--- src/rtl/vga_timing_pkg.sv ---
// Mode constants and raster-region helper for the VGA timing generator.
// Default mode is 1024x768@60; a 640x480@60 set is provided as an alternative.
package vga_timing_pkg;

  localparam int XGA_H_ACTIVE = 1024;
  localparam int XGA_H_FP     = 24;
  localparam int XGA_H_SYNC   = 136;
  localparam int XGA_H_BP     = 160;
  localparam int XGA_V_ACTIVE = 768;
  localparam int XGA_V_FP     = 3;
  localparam int XGA_V_SYNC   = 6;
  localparam int XGA_V_BP     = 29;
  localparam int XGA_H_TOTAL  = XGA_H_ACTIVE + XGA_H_FP + XGA_H_SYNC + XGA_H_BP;
  localparam int XGA_V_TOTAL  = XGA_V_ACTIVE + XGA_V_FP + XGA_V_SYNC + XGA_V_BP;

  localparam int VGA640_H_ACTIVE = 640;
  localparam int VGA640_H_FP     = 16;
  localparam int VGA640_H_SYNC   = 96;
  localparam int VGA640_H_BP     = 48;
  localparam int VGA640_V_ACTIVE = 480;
  localparam int VGA640_V_FP     = 10;
  localparam int VGA640_V_SYNC   = 2;
  localparam int VGA640_V_BP     = 33;
  localparam int VGA640_H_TOTAL  = VGA640_H_ACTIVE + VGA640_H_FP + VGA640_H_SYNC + VGA640_H_BP;
  localparam int VGA640_V_TOTAL  = VGA640_V_ACTIVE + VGA640_V_FP + VGA640_V_SYNC + VGA640_V_BP;

  typedef enum logic [1:0] {
    REG_ACTIVE = 2'd0,
    REG_FRONT  = 2'd1,
    REG_SYNC   = 2'd2,
    REG_BACK   = 2'd3
  } region_e;

  // Regions are contiguous, so each state only watches the count that opens the next one.
  function automatic region_e next_region(input region_e    cur,
                                          input logic [10:0] pos,
                                          input logic [10:0] act_end,
                                          input logic [10:0] fp_end,
                                          input logic [10:0] sync_end);
    region_e nxt;
    nxt = cur;
    case (cur)
      REG_ACTIVE: if (pos == act_end)  nxt = REG_FRONT;
      REG_FRONT:  if (pos == fp_end)   nxt = REG_SYNC;
      REG_SYNC:   if (pos == sync_end) nxt = REG_BACK;
      REG_BACK:   if (pos == 11'd0)    nxt = REG_ACTIVE;
      default:                         nxt = REG_ACTIVE;
    endcase
    return nxt;
  endfunction

endpackage

--- src/rtl/vga_sync_delay.sv ---
// Enable-gated shift register that lines sync/blank up with the delayed pixel path.
// Reset fills every stage with RST_VAL.
module vga_sync_delay #(
  parameter int               WIDTH   = 3,
  parameter int               DEPTH   = 2,
  parameter logic [WIDTH-1:0] RST_VAL = '0
) (
  input  logic             clk_i,
  input  logic             rst_i,
  input  logic             en_i,
  input  logic [WIDTH-1:0] d_i,
  output logic [WIDTH-1:0] q_o
);

  if (DEPTH == 0) begin : g_pass
    assign q_o = d_i;
  end else begin : g_shift
    logic [WIDTH-1:0] stage_q [DEPTH];

    always_ff @(posedge clk_i or posedge rst_i) begin
      if (rst_i) begin
        for (int i = 0; i < DEPTH; i++) stage_q[i] <= RST_VAL;
      end else if (en_i) begin
        stage_q[0] <= d_i;
        for (int i = 1; i < DEPTH; i++) stage_q[i] <= stage_q[i-1];
      end
    end

    assign q_o = stage_q[DEPTH-1];
  end

endmodule

--- src/rtl/vga_timing_gen.sv ---
// Raster timing generator: counts, syncs, blank and line/frame strobes, all registered.
// Define VGA_SYNC_DELAY_EN to delay hsync/vsync/blank by PIX_LAT enabled cycles.
module vga_timing_gen
  import vga_timing_pkg::*;
#(
  parameter int H_ACTIVE  = vga_timing_pkg::XGA_H_ACTIVE,
  parameter int H_FP      = vga_timing_pkg::XGA_H_FP,
  parameter int H_SYNC    = vga_timing_pkg::XGA_H_SYNC,
  parameter int H_BP      = vga_timing_pkg::XGA_H_BP,
  parameter int V_ACTIVE  = vga_timing_pkg::XGA_V_ACTIVE,
  parameter int V_FP      = vga_timing_pkg::XGA_V_FP,
  parameter int V_SYNC    = vga_timing_pkg::XGA_V_SYNC,
  parameter int V_BP      = vga_timing_pkg::XGA_V_BP,
  parameter bit HSYNC_POL = 1'b0,
  parameter bit VSYNC_POL = 1'b0,
  parameter int PIX_LAT   = 2
) (
  input  logic        pixel_clk,
  input  logic        reset,
  input  logic        en,
  output logic [10:0] hcount,
  output logic [9:0]  vcount,
  output logic        hsync,
  output logic        vsync,
  output logic        blank,
  output logic        line_start,
  output logic        frame_start
);

  localparam int H_TOTAL = H_ACTIVE + H_FP + H_SYNC + H_BP;
  localparam int V_TOTAL = V_ACTIVE + V_FP + V_SYNC + V_BP;

  if (H_TOTAL > 2048 || V_TOTAL > 1024 || PIX_LAT < 0) begin : g_bad_mode
    $error("vga_timing_gen: H_TOTAL must be <= 2048, V_TOTAL <= 1024, PIX_LAT >= 0");
  end

  localparam logic [10:0] H_LAST     = 11'(H_TOTAL - 1);
  localparam logic [10:0] H_ACT_END  = 11'(H_ACTIVE);
  localparam logic [10:0] H_FP_END   = 11'(H_ACTIVE + H_FP);
  localparam logic [10:0] H_SYNC_END = 11'(H_ACTIVE + H_FP + H_SYNC);
  localparam logic [9:0]  V_LAST     = 10'(V_TOTAL - 1);
  localparam logic [10:0] V_ACT_END  = 11'(V_ACTIVE);
  localparam logic [10:0] V_FP_END   = 11'(V_ACTIVE + V_FP);
  localparam logic [10:0] V_SYNC_END = 11'(V_ACTIVE + V_FP + V_SYNC);

  logic [10:0] hcount_q, hcount_d;
  logic [9:0]  vcount_q, vcount_d;
  region_e     h_state_q, h_state_d;
  region_e     v_state_q, v_state_d;
  logic        hsync_q, vsync_q, blank_q, line_start_q, frame_start_q;

  // Everything is decoded from the next counts so all outputs land on the same pixel.
  always_comb begin
    hcount_d = hcount_q + 11'd1;
    vcount_d = vcount_q;
    if (hcount_q == H_LAST) begin
      hcount_d = '0;
      vcount_d = (vcount_q == V_LAST) ? '0 : vcount_q + 10'd1;
    end
    h_state_d = next_region(h_state_q, hcount_d, H_ACT_END, H_FP_END, H_SYNC_END);
    v_state_d = next_region(v_state_q, {1'b0, vcount_d}, V_ACT_END, V_FP_END, V_SYNC_END);
  end

  always_ff @(posedge pixel_clk or posedge reset) begin
    if (reset) begin
      hcount_q      <= '0;
      vcount_q      <= '0;
      h_state_q     <= REG_ACTIVE;
      v_state_q     <= REG_ACTIVE;
      hsync_q       <= ~HSYNC_POL;
      vsync_q       <= ~VSYNC_POL;
      blank_q       <= 1'b0;
      line_start_q  <= 1'b1;
      frame_start_q <= 1'b1;
    end else if (en) begin
      hcount_q      <= hcount_d;
      vcount_q      <= vcount_d;
      h_state_q     <= h_state_d;
      v_state_q     <= v_state_d;
      hsync_q       <= (h_state_d == REG_SYNC) ? HSYNC_POL : ~HSYNC_POL;
      vsync_q       <= (v_state_d == REG_SYNC) ? VSYNC_POL : ~VSYNC_POL;
      blank_q       <= (h_state_d != REG_ACTIVE) || (v_state_d != REG_ACTIVE);
      line_start_q  <= (hcount_d == 11'd0);
      frame_start_q <= (hcount_d == 11'd0) && (vcount_d == 10'd0);
    end
  end

  assign hcount      = hcount_q;
  assign vcount      = vcount_q;
  assign line_start  = line_start_q;
  assign frame_start = frame_start_q;

`ifdef VGA_SYNC_DELAY_EN
  logic [2:0] sync_dly;

  vga_sync_delay #(
    .WIDTH   (3),
    .DEPTH   (PIX_LAT),
    .RST_VAL ({1'b1, ~VSYNC_POL, ~HSYNC_POL})
  ) u_sync_delay (
    .clk_i (pixel_clk),
    .rst_i (reset),
    .en_i  (en),
    .d_i   ({blank_q, vsync_q, hsync_q}),
    .q_o   (sync_dly)
  );

  assign {blank, vsync, hsync} = sync_dly;
`else
  assign hsync = hsync_q;
  assign vsync = vsync_q;
  assign blank = blank_q;
`endif

endmodule

--- config.mk ---
export PLATFORM = sky130hd
export DESIGN_NAME = vga_timing_gen
export DESIGN_NICKNAME = d
export VERILOG_FILES = /design/src/rtl/vga_timing_pkg.sv /design/src/rtl/vga_sync_delay.sv /design/src/rtl/vga_timing_gen.sv
export SDC_FILE = /design/constraint.sdc
export NUM_CORES = 1
export LEC_CHECK = 0
export BUFFER_PORTS_ARGS = -buffer_cell sky130_fd_sc_hd__clkbuf_2
export CAP_MARGIN = 20
export CORE_MARGIN = 2
export CORE_UTILIZATION = 50
export DETAILED_ROUTE_END_ITERATION = 10
export PLACE_DENSITY = 0.7
export SYNTH_ARGS = -nofsm -noshare
export SYNTH_HDL_FRONTEND = slang
export SYNTH_SLANG_ARGS = --single-unit
--- constraint.sdc ---
create_clock -name pixel_clk -period 3.9 [get_ports pixel_clk]
set_input_delay 0.585 -clock pixel_clk [delete_from_list [all_inputs] [get_ports pixel_clk]]
set_output_delay 0.585 -clock pixel_clk [all_outputs]
set_load 0.01 [all_outputs]
== After elaboration in Yosys (flattened, before gate mapping) ==
Cells that the tools add are included.
Storage, ports and cells
  register bits: 30
  logic and storage cells: 50
  output and inout port bits: 26
  input port bits: 3
Cells by class
  multiplexer cells: 15
  equal/unequal tests: 16
  reduce and logical (&&, ||, !) cells: 8
  add/sub/neg operators: 2
Operators with widths (count)
  $eq A11 B11 Y1 const B: 4
  $eq A10 B10 Y1 const B: 4
  $mux W10: 2
  $mux W2: 8
  $pmux W2 S4: 2
  $eq A2 B2 Y1 const B: 6
  $add A11 B1 Y11 const B: 1
  $logic_not A11 Y1: 1
  $mux W11: 1
  $add A10 B1 Y10 const B: 1
  $logic_not A10 Y1: 1
  $eq A2 B1 Y1 const B: 2
  $logic_not A2 Y1: 2
  $reduce_bool A2 Y1: 2
  $mux W1: 2
  $logic_and A1 B1 Y1: 1
  $logic_or A1 B1 Y1: 1

== Longest topological paths before layout ==
  depth in word-level cells: 8
  mapped depth: 11
  depth with buffers taken out: 10

== Least setup slack after synthesis ==
Ideal clock, no wire load.
  path kind: reg-to-reg
  start: register hcount_q[0] (netlist: hcount[0])
  end: register blank_q (netlist: blank)
  period minus slack after synthesis: 2781 ps
  setup time: 131 ps
  setup slack: 1119 ps
  buffers on the path: 2
  arrival: 2650 ps
  stages on the path, launching flop included: 12
  required time: 3769 ps
  path through: dfrtp_1 -> ha_1 -> and3_2 -> and4_2 -> clkbuf_1 -> buf_2 -> a21oi_1 -> o221ai_1 -> o41ai_1 -> o311ai_2 -> o32ai_1 -> nand2_1
On the way
  cells in the longest elaborated chain, start to end: 7
  elaborated cells between the ends (all ways): 25
  those cells by class: add/sub (1); eq/ne (7); mux (12); reduce/logical (5)
RTL lines
  start, declared: line vga_timing_gen.sv:46  | logic [10:0] hcount_q, hcount_d;
  start signal, assigned: line vga_timing_gen.sv:76  | hcount_q <= hcount_d;
  $add A11 B1 Y11 or $eq A11 B11 Y1 (tied branches): line vga_timing_gen.sv:54, vga_timing_gen.sv:56
  $mux W11 or $mux W10 (tied branches): line vga_timing_gen.sv:56  | if (hcount_q == H_LAST) begin
  $eq A11 B11 Y1 (tied with other cells): line vga_timing_pkg.sv:45  | REG_SYNC: if (pos == sync_end) nxt = REG_BACK;
  $mux W2, on equally long branches
  $pmux W2 S4: line vga_timing_pkg.sv:42  | case (cur)
  $reduce_bool A2 Y1: line vga_timing_gen.sv:82  | blank_q <= (h_state_d != REG_ACTIVE) || (v_state_d != REG_ACTIVE);
  $logic_or A1 B1 Y1 *: line vga_timing_gen.sv:82
  end signal, assigned: line vga_timing_gen.sv:82
  end, declared: line vga_timing_gen.sv:50  | logic hsync_q, vsync_q, blank_q, line_start_q, frame_start_q;
Mark *: on every way between the ends. The rest lies on a longest branch, timed or not.
A chain may end at the register's enable or synchronous reset.

== Worst setup path after layout ==
  start: register hcount_q[0] (netlist: hcount[0])
  end: register v_state_q[0]
On the way
  cells in the longest elaborated chain, start to end: 5
  elaborated cells between the ends (all ways): 11
  those cells by class: eq/ne (4); mux (6); reduce/logical (1)
RTL lines
  $eq A11 B11 Y1 *: line vga_timing_gen.sv:56
  $mux W10 *: line vga_timing_gen.sv:56
  $eq A10 B10 Y1 (tied with other cells): line vga_timing_pkg.sv:45
  $mux W2, on equally long branches
  $pmux W2 S4 *: line vga_timing_pkg.sv:42
  end signal, assigned: line vga_timing_gen.sv:79  | v_state_q <= v_state_d;
  end, declared: line vga_timing_gen.sv:49  | region_e v_state_q, v_state_d;
Marks and branches as above.

==> results.sh <==
export IMPL_numCtsBuffers=5
export IMPL_timing_critical_path_required_ns=4.03
export IMPL_leakage_power_nw=0.956
export IMPL_placedInstanceArea_um2=2380
export IMPL_die_y_um=72.0
export IMPL_arrival_ns=3.28
export IMPL_critical_path_startpoint_type="flip-flop"
export IMPL_skew_ns=0.00959
export IMPL_route_antenna_remaining_nets=0
export IMPL_worst_pin_slew_ns=0.723
export IMPL_clkSinkCount=30
export IMPL_run_status="complete, no violations"
export IMPL_netlist_area_leader_share_pct=28.1
export IMPL_layout_cells_most_common="sky130_fd_sc_hd__clkbuf_2"
export IMPL_drt_first_iter_violations=253
export IMPL_post_route_min_period_ns=3.15
export IMPL_power_net_switching_mw=0.406
export IMPL_cp_cell_sequence="ha_1, and3_2, nand4_4, a2111oi_1, o31ai_1, or4_1, o2111a_1, a221oi_2, o21ai_1"
export IMPL_die_area_um2=5190
export IMPL_timing_max_transition_violations_final=0
export IMPL_tritoncts="yes"
export IMPL_vias=2146
export IMPL_post_cts_resized_instances=0
export IMPL_drv_cap=0
export IMPL_num_antenna_cells=0
export IMPL_floorplan_initialDensity_pct=52.4
export IMPL_postLayoutCellArea_um2=2470
export IMPL_synth_cell_types=64
export IMPL_cts_buffer_depth=2
export IMPL_powerDensity_nw_per_um2=430
export IMPL_synthDominantAreaCellType="sky130_fd_sc_hd__dfrtp_1"
export IMPL_power_combinational_fraction_pct=29.9
export IMPL_io_pins=29
export IMPL_synthesis_instances=266
export IMPL_ys_ff_latch=30
export IMPL_unrepaired_setup_endpoints_after_global_routing="no"
export IMPL_vdd_drop_max_mv=0.292
export IMPL_route_detailed_vias_per_inst=6.44
export IMPL_syn_to_layout_area_delta_pct=6.70
export IMPL_coreArea_um2=4410
export IMPL_warning_count_from_the_yosys_run=0
export IMPL_place_gp_congestion=0.864
export IMPL_clk_transition_reported_paths_ns=0.07
export IMPL_detail_route_drc_violations=0
export IMPL_critical_path_max_stage_delay_ns=0.58
export IMPL_crit_fanout=18
export IMPL_number_of_buffers_inserted_for_hold_repair_after_clock_tree_synthesis=0
export IMPL_pin_count_of_the_biggest_net_entering_global_routing=37
export IMPL_critPathSlowestCell="sky130_fd_sc_hd__a2111oi_1"
export IMPL_netlist_top_cells_area="sky130_fd_sc_hd__dfrtp_1 28%, sky130_fd_sc_hd__o21ai_0 5.4%, sky130_fd_sc_hd__dfstp_2 4.5%"
export IMPL_mean_instance_size_in_the_synthesized_netlist_um2=8.70
export IMPL_period_share_pct=80.7
export IMPL_clock_root_buffer="sky130_fd_sc_hd__clkbuf_8"
export IMPL_synth_edf_count=0
export IMPL_setup_viol=0
export IMPL_worstSetupEndpointType="flip-flop"
export IMPL_port_buffers=28
export IMPL_grt_overflow=0
export IMPL_layout_common_cells="28 x sky130_fd_sc_hd__clkbuf_2, 26 x sky130_fd_sc_hd__dfrtp_1, 25 x sky130_fd_sc_hd__o21ai_0"
export IMPL_clock_insertion_delay_worst_skew_ns=0.28
export IMPL_report_final_hold_viol_count=0
export IMPL_setup_tns_ns=0
export IMPL_fmax_ghz=0.318
export IMPL_dominantRegCellSynth="sky130_fd_sc_hd__dfrtp_1"
export IMPL_reg2reg_from="hcount[0]"
export IMPL_first_global_vias=1854
export IMPL_share_clk_of_total_power_pct=24.5
export IMPL_syn_area_um2=2310
export IMPL_drive_above_1_share_pct=23.1
export IMPL_postCtsSetupBuffers=0
export IMPL_finalWirelength_um=5390
export IMPL_place_hpwl_um=3740
export IMPL_maxSlewHeadroom_pct=51.8
export IMPL_power_sequential_fraction_pct=45.5
export IMPL_syn_nets=273
export IMPL_synth_sequential_area_ratio_pct=32.6
export IMPL_groute_usage_overall_pct=21.9
export IMPL_critical_path_top_delay_family="compound AO/OA/AOI/OAI gates"
export IMPL_setup_worst_path_class="reg2reg"
export IMPL_std_cell_rows=24
export IMPL_nets=287
export IMPL_firstDrtPassIters=5
export IMPL_grt_first_pass_wirelength_um=9000
export IMPL_timing_hold_worst_class="in2async"
export IMPL_antenna_found_initial=0
export IMPL_routedWlPerCell_um=16.2
export IMPL_async_reset_ff_share_pct=100
export IMPL_swShare_pct=38.2
export IMPL_die_x_um=72.0
export IMPL_htreeDepth=2
export IMPL_cp_startpoint="hcount[0]"
export IMPL_worstPathBufferInverterCount=0
export IMPL_p_int_mw=0.657
[metrics by stage]
stage | utilization (%) | instances | total power, mW | hold WS (ns) | setup slack [ns]
3_5_place_dp | 53.9 | 325 | 0.806 | 0.476 | 0.829
4_1_cts | 56.0 | 333 | 1.07 | 0.359 | 0.768
6_report | 56.0 | 333 | 1.06 | 0.348 | 0.751
2_1_floorplan | - | 266 | 0.737 | 0.474 | 1.12
3_3_place_gp | 53.9 | 325 | 0.803 | 0.463 | 0.926
5_1_grt | 56.0 | 333 | 1.14 | 0.402 | 0.513
[power groups by stage]
stage	logic (mW)	clock network [mW]	registers, mW
6_report	0.318	0.261	0.484
5_1_grt	0.361	0.284	0.497
4_1_cts	0.321	0.268	0.482
3_5_place_dp	0.319	0	0.487
3_3_place_gp	0.316	0	0.487
2_1_floorplan	0.290	0	0.447
[cell families after synthesis]
| kind of cell | Yosys count | synth area share [%] |
|---|---|---|
| compound gates | 75 | 21.7 |
| xor+xnor | 8 | 3.03 |
| fa+ha+maj | 4 | 2.16 |
| mux | 8 | 3.78 |
| buf+inv | 32 | 8.00 |
| simple gates | 109 | 28.7 |
| flops | 30 | 32.6 |
[state kept, by name, summed over array words and instances, names as in the netlist]
register / flops
blank: 1
frame_start: 1
h_state_q: 2
hcount: 11
hsync: 1
line_start: 1
v_state_q: 2
vcount: 10
vsync: 1
[worst paths after layout]
kind	to	slack, ns	cells after the start
setup / recovery	v_state_q[0]	0.75	9
hold / removal	hcount[10]	0.35	3
setup reg to reg	v_state_q[0]	0.75	9
hold reg to reg	line_start	0.47	2
max in group asynchronous	line_start	3.22	3
min in group pixel_clk	line_start	0.47	2
[cells in the mapped netlist (2+ instances only)]
cell type and instances:
sky130_fd_sc_hd__a21o_2 2, sky130_fd_sc_hd__a21oi_1 13, sky130_fd_sc_hd__a31oi_1 6, sky130_fd_sc_hd__a32oi_1 2, sky130_fd_sc_hd__and2_1 3, sky130_fd_sc_hd__and2_2 3, sky130_fd_sc_hd__and3_1 2, sky130_fd_sc_hd__and3_2 2
sky130_fd_sc_hd__and4_1 2, sky130_fd_sc_hd__and4_2 3, sky130_fd_sc_hd__and4b_1 2, sky130_fd_sc_hd__buf_1 2, sky130_fd_sc_hd__buf_2 6, sky130_fd_sc_hd__buf_6 3, sky130_fd_sc_hd__clkbuf_1 7, sky130_fd_sc_hd__clkbuf_8 2
sky130_fd_sc_hd__dfrtp_1 26, sky130_fd_sc_hd__dfstp_2 4, sky130_fd_sc_hd__ha_1 4, sky130_fd_sc_hd__inv_1 10, sky130_fd_sc_hd__mux2_2 6, sky130_fd_sc_hd__mux2i_1 2, sky130_fd_sc_hd__nand2_1 19, sky130_fd_sc_hd__nand2b_1 3
sky130_fd_sc_hd__nand3_1 16, sky130_fd_sc_hd__nand3b_1 2, sky130_fd_sc_hd__nand4_1 11, sky130_fd_sc_hd__nor2_1 15, sky130_fd_sc_hd__nor2b_1 3, sky130_fd_sc_hd__nor3_1 8, sky130_fd_sc_hd__nor4b_4 2, sky130_fd_sc_hd__o211ai_1 3
sky130_fd_sc_hd__o21ai_0 25, sky130_fd_sc_hd__o221ai_1 2, sky130_fd_sc_hd__o31ai_1 5, sky130_fd_sc_hd__o32ai_1 2, sky130_fd_sc_hd__o41ai_1 2, sky130_fd_sc_hd__or3_1 3, sky130_fd_sc_hd__or4_1 2, sky130_fd_sc_hd__xnor2_1 6
sky130_fd_sc_hd__xor2_1 2
[metal layers]
metal	vias up	track usage, %	part of all wire, %
met1	1029	31.0	46
met5	-	0	0
met4	0	8.60	1.2
li1	1026	-	-
met2	83	33.2	47
met3	8	4.03	5.6
[worst register-to-register path, stage by stage (launching register included)]
cell and delay, ns:
sky130_fd_sc_hd__dfrtp_1 0.45, sky130_fd_sc_hd__ha_1 0.30, sky130_fd_sc_hd__and3_2 0.28, sky130_fd_sc_hd__nand4_4 0.25, sky130_fd_sc_hd__a2111oi_1 0.58, sky130_fd_sc_hd__o31ai_1 0.15
sky130_fd_sc_hd__or4_1 0.49, sky130_fd_sc_hd__o2111a_1 0.14, sky130_fd_sc_hd__a221oi_2 0.24, sky130_fd_sc_hd__o21ai_1 0.11
[layout make-up]
| cell class | instances | area, µm² |
|---|---|---|
| Fill cell | 414 | 1940 |
| Multi-Input combinational cell | 204 | 1370 |
| Sequential cell | 30 | 756 |
| Timing Repair Buffer | 29 | 148 |
| Clock buffer | 8 | 90.1 |
| Tap cell | 52 | 65.1 |
| Inverter | 10 | 37.5 |
Note: power is estimated with default switching activity, not from simulation.
